[src/rtl/lsu_pkg.sv]
// lsu_pkg: shared funct3 codes, LSU state encoding and byte-enable generation.
package lsu_pkg;

    localparam logic [2:0] F3_B  = 3'b000;
    localparam logic [2:0] F3_H  = 3'b001;
    localparam logic [2:0] F3_W  = 3'b010;
    localparam logic [2:0] F3_BU = 3'b100;
    localparam logic [2:0] F3_HU = 3'b101;

    typedef enum logic [1:0] {IDLE, ACCESS, RESP} lsu_state_t;

    function automatic logic [3:0] be_gen(input logic [2:0] funct3, input logic [1:0] a);
        return funct3 == F3_B ? 4'b0001 << a : funct3 == F3_H ? 4'b0011 << a : 4'hF;
    endfunction

endpackage

[src/rtl/lsu_load_align.sv]
// lsu_load_align: picks the addressed byte/half of a DMEM word and sign/zero-extends it.
module lsu_load_align
    import lsu_pkg::*;
(
    input  logic [31:0] i_data,
    input  logic [2:0]  i_funct3,
    input  logic [1:0]  i_a,
    output logic [31:0] o_rdata
);

    logic [7:0]  w_b;
    logic [15:0] w_h;

    assign w_b = i_data[{i_a, 3'b000} +: 8];
    assign w_h = i_a[1] ? i_data[31:16] : i_data[15:0];

    assign o_rdata = i_funct3 == F3_B  ? {{24{w_b[7]}}, w_b} :
                     i_funct3 == F3_BU ? {24'b0, w_b} :
                     i_funct3 == F3_H  ? {{16{w_h[15]}}, w_h} :
                     i_funct3 == F3_HU ? {16'b0, w_h} :
                     i_funct3 == F3_W  ? i_data : '0;

endmodule

[src/rtl/lsu_dmem.sv]
// lsu_dmem: RV32I load/store unit bridging a valid/ready core port to a req/ack DMEM port.
// Define LSU_TIMEOUT_EN to abort an ACCESS after TIMEOUT cycles without d_ack.
module lsu_dmem
    import lsu_pkg::*;
#(
    parameter int DATA_W     = 32,
    parameter int ADDR_W     = 32,
    parameter int DMEM_DEPTH = 1024,
    parameter int TIMEOUT    = 15,
    localparam int DA_W      = $clog2(DMEM_DEPTH)
) (
    input  logic              CLK,
    input  logic              RESET_N,
    input  logic              req_valid,
    output logic              req_ready,
    input  logic              req_we,
    input  logic [2:0]        req_funct3,
    input  logic [ADDR_W-1:0] req_addr,
    input  logic [DATA_W-1:0] req_wdata,
    output logic              rsp_valid,
    output logic [DATA_W-1:0] rsp_rdata,
    output logic              rsp_err,
    output logic [DA_W-1:0]   daddr,
    output logic [DATA_W-1:0] ddata_w,
    output logic              d_rw,
    output logic [3:0]        d_be,
    output logic              d_req,
    input  logic              d_ack,
    input  logic [DATA_W-1:0] ddata_r
);

    if (DATA_W != 32 || TIMEOUT < 1) begin : g_cfg
        $error("lsu_dmem: DATA_W must be 32 and TIMEOUT at least 1");
    end

    lsu_state_t        r_state;
    logic              r_we;
    logic [2:0]        r_f3;
    logic [1:0]        r_a;
    logic              w_fire, w_bad_f3, w_misal, w_oor, w_err, w_expire;
    logic [DATA_W-1:0] w_ld, w_wd;

    assign w_fire   = req_valid && req_ready;
    assign w_bad_f3 = req_we ? !(req_funct3 inside {F3_B, F3_H, F3_W})
                             : !(req_funct3 inside {F3_B, F3_H, F3_W, F3_BU, F3_HU});
    assign w_misal  = (req_funct3[1:0] == 2'b01 && req_addr[0]) ||
                      (req_funct3[1:0] == 2'b10 && req_addr[1:0] != 2'b00);
    // Word-index compare also covers any address bit above the DMEM window.
    assign w_oor    = (req_addr >> 2) >= ADDR_W'(DMEM_DEPTH);
    assign w_err    = w_bad_f3 || w_misal || w_oor;
    assign w_wd     = req_funct3[1:0] == 2'b00 ? {4{req_wdata[7:0]}} :
                      req_funct3[1:0] == 2'b01 ? {2{req_wdata[15:0]}} : req_wdata;

    lsu_load_align u_align (
        .i_data   (ddata_r),
        .i_funct3 (r_f3),
        .i_a      (r_a),
        .o_rdata  (w_ld)
    );

`ifdef LSU_TIMEOUT_EN
    localparam int CNT_W = $clog2(TIMEOUT + 1) < 4 ? 4 : $clog2(TIMEOUT + 1);
    logic [CNT_W-1:0] r_cnt;
    assign w_expire = r_cnt == CNT_W'(TIMEOUT - 1);
    always_ff @(posedge CLK or negedge RESET_N) begin
        if (!RESET_N) r_cnt <= '0;
        else          r_cnt <= (r_state == ACCESS && !d_ack && !w_expire) ? r_cnt + 1'b1 : '0;
    end
`else
    assign w_expire = 1'b0;
`endif

    always_ff @(posedge CLK or negedge RESET_N) begin
        if (!RESET_N) begin
            r_state   <= IDLE;
            r_we      <= 1'b0;
            r_f3      <= '0;
            r_a       <= '0;
            req_ready <= 1'b1;
            rsp_valid <= 1'b0;
            rsp_rdata <= '0;
            rsp_err   <= 1'b0;
            daddr     <= '0;
            ddata_w   <= '0;
            d_rw      <= 1'b0;
            d_be      <= '0;
            d_req     <= 1'b0;
        end else begin
            case (r_state)
                IDLE: if (w_fire) begin
                    r_we      <= req_we;
                    r_f3      <= req_funct3;
                    r_a       <= req_addr[1:0];
                    daddr     <= req_addr[DA_W+1:2];
                    ddata_w   <= w_wd;
                    d_rw      <= req_we;
                    d_be      <= req_we ? be_gen(req_funct3, req_addr[1:0]) : 4'hF;
                    req_ready <= 1'b0;
                    if (w_err) begin
                        rsp_valid <= 1'b1;
                        rsp_err   <= 1'b1;
                        r_state   <= RESP;
                    end else begin
                        d_req   <= 1'b1;
                        r_state <= ACCESS;
                    end
                end
                ACCESS: if (d_ack) begin
                    d_req     <= 1'b0;
                    rsp_valid <= 1'b1;
                    rsp_rdata <= r_we ? '0 : w_ld;
                    r_state   <= RESP;
                end else if (w_expire) begin
                    d_req     <= 1'b0;
                    rsp_valid <= 1'b1;
                    rsp_err   <= 1'b1;
                    r_state   <= RESP;
                end
                default: begin
                    rsp_valid <= 1'b0;
                    rsp_err   <= 1'b0;
                    rsp_rdata <= '0;
                    req_ready <= 1'b1;
                    r_state   <= IDLE;
                end
            endcase
        end
    end

endmodule

[config.mk]
export PLATFORM = sky130hd
export DESIGN_NAME = lsu_dmem
export DESIGN_NICKNAME = d
export VERILOG_FILES = /design/src/rtl/lsu_pkg.sv /design/src/rtl/lsu_load_align.sv /design/src/rtl/lsu_dmem.sv
export SDC_FILE = /design/constraint.sdc
export NUM_CORES = 1
export LEC_CHECK = 0
export ABC_AREA = 1
export CAP_MARGIN = 30
export CORE_ASPECT_RATIO = 0.8
export CORE_MARGIN = 1.5
export CORE_UTILIZATION = 30
export CTS_CLUSTER_SIZE = 12
export DETAILED_ROUTE_END_ITERATION = 6
export GPL_ROUTABILITY_DRIVEN = 0
export GPL_TIMING_DRIVEN = 1
export PLACE_DENSITY_LB_ADDON = 0.2
export RECOVER_POWER = 50
export SYNTH_ARGS = -nofsm -noshare
export SYNTH_HDL_FRONTEND = slang
export SYNTH_SLANG_ARGS = --single-unit
[constraint.sdc]
create_clock -name CLK -period 1.9 [get_ports CLK]
set_clock_uncertainty 0.2 [all_clocks]
set_input_delay 0.38 -clock CLK [delete_from_list [all_inputs] [get_ports CLK]]
set_output_delay 0.38 -clock CLK [all_outputs]
set_load 0.01 [all_outputs]
# ---- Word level (Yosys, flattened, before mapping)
# Cells that the tools add are included.
dict set report totals {
  register_bits 90
  in_bits 104
  out_inout_bits 83
  elab_cells 86
}
dict set report classes {
  order_cmp 1
  eq_ne 15
  n_shift 3
  muxes 30
  bitwise_logic 2
  reduce_logical 23
}
# cell count
set ops {}
lappend ops {{$mux W32} 9}
lappend ops {{$pmux W32 S2} 1}
lappend ops {{$shiftx A32 B6 Y8} 1}
lappend ops {{$ge A30 B11 Y1 const B} 1}
lappend ops {{$mux W16} 1}
lappend ops {{$eq A3 B3 Y1 const B} 4}
lappend ops {{$mux W4} 3}
lappend ops {{$mux W1} 8}
lappend ops {{$ne A2 B2 Y1 const B} 4}
lappend ops {{$pmux W1 S2} 4}
lappend ops {{$reduce_and A2 Y1} 4}
lappend ops {{$eq A3 B1 Y1 const B} 2}
lappend ops {{$eq A3 B2 Y1 const B} 2}
lappend ops {{$logic_not A3 Y1} 2}
lappend ops {{$mux W2} 3}
lappend ops {{$reduce_and A3 Y1} 2}
lappend ops {{$reduce_bool A5 Y1} 1}
lappend ops {{$eq A2 B1 Y1 const B} 2}
lappend ops {{$logic_not A2 Y1} 2}
lappend ops {{$pmux W2 S2} 1}
lappend ops {{$reduce_and A4 Y1} 1}
lappend ops {{$reduce_bool A2 Y1} 2}
lappend ops {{$shl A1 B2 Y4 const A} 1}
lappend ops {{$shl A2 B2 Y4 const A} 1}
lappend ops {{6 further kinds} 12}

# ---- Longest topological paths before layout
dict set report depth {
  depth_word 9
  depth_mapped 11
  depth_no_buf 11
}

# ---- Hierarchy
# From an unflattened synthesis, not the netlist that was laid out.
dict set report hier_totals {
  cells_unflattened 708
  area_unflattened_um2 5046.1
}
# mod instances cells_each area_per_inst_um2 seq_area_each_um2
set modules_own_cells {}
lappend modules_own_cells {lsu_dmem 1 469 3998.8 2253.4}
lappend modules_own_cells {lsu_load_align 1 239 1047.3 0.0}

# ---- Worst setup path before layout
# OpenSTA, ideal clock, no wires.
dict set report synth_path {
  kind {flip-flop to flip-flop}
  from {reg req_ready}
  to {reg r_we}
  setup_time_ns 0.118
  t_arrival_ns 1.291
  required_ns 1.582
  slack_ns 0.292
  path_stages_with_launch 8
  n_path_buf 2
  period_less_slack_ns 1.608
  path_cell_list {dfstp_2 > nand2_1 > nor2_4 > inv_2 > buf_2 > buf_2 > nand2_1 > nand2_1}
}
dict set report synth_via {
  elab_chain_cells 2
}
# element line_no
set synth_lines {}
lappend synth_lines {{start: declaration} lsu_dmem.sv:15} ;# output logic req_ready,
lappend synth_lines {{start signal: assignment} lsu_dmem.sv:79} ;# req_ready <= 1'b1;
lappend synth_lines {{start signal: assignment} lsu_dmem.sv:98} ;# req_ready <= 1'b0;
lappend synth_lines {{start signal: assignment} lsu_dmem.sv:123} ;# req_ready <= 1'b1;
lappend synth_lines {{$logic_and A1 B1 Y1} lsu_dmem.sv:43} ;# assign w_fire = req_valid && req_ready;
lappend synth_lines {{$reduce_and A2 Y1 (no source line)} -}
lappend synth_lines {{end signal: assignment} lsu_dmem.sv:91} ;# r_we <= req_we;
lappend synth_lines {{end: declaration} lsu_dmem.sv:37} ;# logic r_we;
# No other way between the ends.
# A chain may end at the register's enable or synchronous reset.

# ---- Worst setup path in the final report
dict set report layout_path {
  from {reg rsp_rdata[3]}
  to {out rsp_rdata[3]}
}
# element line_no
set layout_rtl {}
lappend layout_rtl {{start: declaration} lsu_dmem.sv:21} ;# output logic [DATA_W-1:0] rsp_rdata,
lappend layout_rtl {{start signal: assignment} lsu_dmem.sv:111} ;# rsp_rdata <= r_we ? '0 : w_ld;
# No word-level cell between the ends.

==> impl_metrics.py <==
metrics = {
    "cells_and_area": {
        "syn_to_final_growth_pct": 55.25,
        "final_cells": 1049,
        "n_antenna_cell": 0,
        "drive_gt1_frac": 0.1379,
        "design_area_mm2": 0.007450,
        "final_util": 0.4746,
        "fin_nets": 937,
    },
    "synthesis": {
        "synth.yosys.seq_area_share": 0.4696,
        "synth_compound_area_frac": 0.1799,
        "synthAdderAreaFrac": 0.01043,
        "synthArstFlopShare": 1.000,
        "synth_top_cells_by_area": "dfrtp_1, nand2_1, o21ai_0",
        "synth_cells": 614,
        "syn_area_mm2": 0.004798,
        "synth_most_common_cell": "nand2_1",
        "synth_top_family_by_area": "simple AND/OR/NAND/NOR gates",
        "synth_top_flop_cell": "dfrtp_1",
        "syn_nets": 722,
        "ys_types": 36,
        "synth_enable_flop_cells": 0,
        "yosys-top-cells-count": "nand2_1, dfrtp_1, nor2_1, o21ai_0, inv_1",
        "yosysWarnings": 0,
        "synth_xor_area_frac": 0,
        "synthSimpleGateAreaFrac": 0.2613,
        "synth_top_cell_area_share": 0.4641,
        "synth_seq_cells": 90,
        "yosysTopAreaCell": "dfrtp_1",
        "avgSynthCellArea_um2": 7.815,
        "muxShareOfSynthArea": 0,
    },
    "routing": {
        "drt_iter0_drc": 305,
        "wire_per_inst_um": 15.43,
        "via_per_inst": 4.740,
        "route.vias.total": 4972,
        "postRouteAntennaNets": 0,
        "routed_wl_um": 16190,
        "drc_errors": 0,
        "dr.pass1.iters": 6,
    },
    "setup_path": {
        "path_cells": "clkdlybuf4s50_1",
        "start_kind": "flop",
        "path_class": "reg -> out",
        "critical_path_arrival_ps": 1280,
        "crit_path_max_fanout": 2,
        "critical_path_required_ps": 1320,
        "endpoint_kind": "output pin",
        "critical_path_depth": 1,
        "worst-path-buf-inv": 1,
        "cpPeakStageDelay_ps": 550,
        "reg2reg_depth": 9,
        "slowest_stage": "clkdlybuf4s50_1",
        "cpLargestDelayFamily": "buffers and inverters",
    },
    "sta": {
        "finalSetupViolCount": 0,
        "setup_tns_ps": 0,
        "final_max_slew_viol_count": 0,
        "finalHoldViolCount": 0,
        "rsz0062_at_grt": "no",
        "period_share": 0.9790,
        "fin_crit_ps": 1860,
        "post-route-worst-setup-slack_ps": 39.99,
        "slew_headroom": 0.6644,
        "fmax_mhz": 537.6,
        "tightest_slew_ps": 503.5,
    },
    "cts": {
        "cts.sinks": 90,
        "htreeDepth": 3,
        "ctsRootBufferMaster": "clkbuf_16",
        "clk_path_buf_depth": 2,
        "clk_latency_ps": 350,
        "cts_buffers": 9,
        "clk_pin_slew_ps": 70,
        "cts_tree": "yes",
    },
    "global_route": {
        "antenna_found_initial": 0,
        "overflow": 0,
        "grt.total_usage": 0.2015,
        "grt_max_degree": 39,
        "grt_pass1_vias": 5079,
        "grt_pass1_wl_um": 26140,
    },
    "floorplan": {
        "dieArea_mm2": 0.01677,
        "fp.dieW_um": 144.4,
        "ioPinCount": 187,
        "fp-row-count": 41,
        "start_util": 0.3057,
        "coreArea_mm2": 0.01570,
        "die_h_um": 116.1,
    },
    "run": {
        "drv_cap": 0,
    },
    "placed_design": {
        "placed_cells": 1031,
        "dp_hpwl_um": 12370,
        "portBuffers": 186,
        "preCtsSetupSlack_ps": -250.4,
        "placed_area_mm2": 0.007163,
    },
    "power_and_ir_drop": {
        "power_density_mw_per_mm2": 1259,
        "power.leakage_nw": 3.400,
        "ir_drop_mv": 0.5686,
    },
    "hold_path": {
        "hold_path_class": "reg -> reg",
        "min_path_cells": 2,
    },
    "status": {
        "status": "finished, final reports clean",
    },
}
-- sequential cells by signal, summed over array words and instances (netlist names) --
name / flops
ddata_w: 32
rsp_rdata: 32
daddr: 10
d_be: 4
r_f3: 3
r_a: 2
r_state: 2
d_req: 1
r_we: 1
req_ready: 1
rsp_err: 1
rsp_valid: 1
-- area by class of cell --
| type | count | area [um2] |
|---|---|---|
| well taps | 215 | 269.0 |
| flip-flops and latches | 90 | 2256 |
| repair buffers | 233 | 2221 |
| clock inverters | 6 | 65.06 |
| multi-input cells | 440 | 2183 |
| clock buffers | 10 | 239.0 |
| fillers | 1578 | 8248 |
| inverters | 55 | 216.5 |
-- layer usage --
| layer | vias up | track usage | wire length [um] |
|---|---|---|---|
| li1 | 2420 | - | - |
| met1 | 2334 | 0.2636 | 7207 |
| met2 | 196 | 0.3199 | 7357 |
| met3 | 22 | 0.07298 | 1362 |
| met4 | 0 | 0.04714 | 258 |
| met5 | - | 0 | 0 |
-- cell families after synthesis --
family,count (synthesis)
adders and majority gates,4
buffers and inverters,84
DFF,90
AOI/OAI and AO/OA,140
and+or+nand+nor,296
-- where the power goes --
part,internal [W],total [W],leakage [nW],switching [W]
Combinational,0.00207,0.00460,2.12,0.00253
Sequential,0.00249,0.00293,1.13,0.000439
Clock,0.00106,0.00185,0.149,0.000794
Total,0.00562,0.00938,3.40,0.00376
-- what timing repair did --
| item | 4_1_cts | 5_1_grt |
|---|---|---|
| setup endpoints to repair | 2 | 43 |
| pin swaps | 0 | 0 |
| resized for setup | 2 | 14 |
| hold endpoints to repair | 34 | 0 |
| setup buffers | 0 | 1 |
| hold buffers | 1 | 0 |
-- path summary, 6_finish.rpt --
path | from | endpoint | slack [ps]
max | rsp_rdata[3] | rsp_rdata[3] | 40
min | daddr[4] | daddr[4] | 270
max reg2reg | r_a[1] | rsp_rdata[14] | 140
min reg2reg | daddr[4] | daddr[4] | 270
max in group asynchronous | RESET_N | r_f3[1] | 250
min in group asynchronous | RESET_N | ddata_w[19] | 360
-- placed cells by master (no fill, tap or decap), drive strengths merged, types with 2 or more instances in the layout --
cell type      instances
clkinv                 3
a31oi                 10
clkdlybuf4s50        177
nor2                  56
o311ai                 7
clkbuf                17
a211oi                 5
dfrtp                 89
clkdlybuf4s25          3
o21ai                 74
buf                   43
inv                   56
nand2                204
o211ai                 3
a21oi                 40
ha                     4
nand3                 32
dlygate4sd2            2
-- stage by stage --
stage	power [W]	hold WS, ps
after floorplan	0.005421	-115.6
after global routing	0.01013	306.6
after CTS	0.009497	278.8
after global placement	0.007523	190.4
after detailed placement	0.007603	202.5
final	0.009381	271.6
Power figures use the tool's default switching activity.
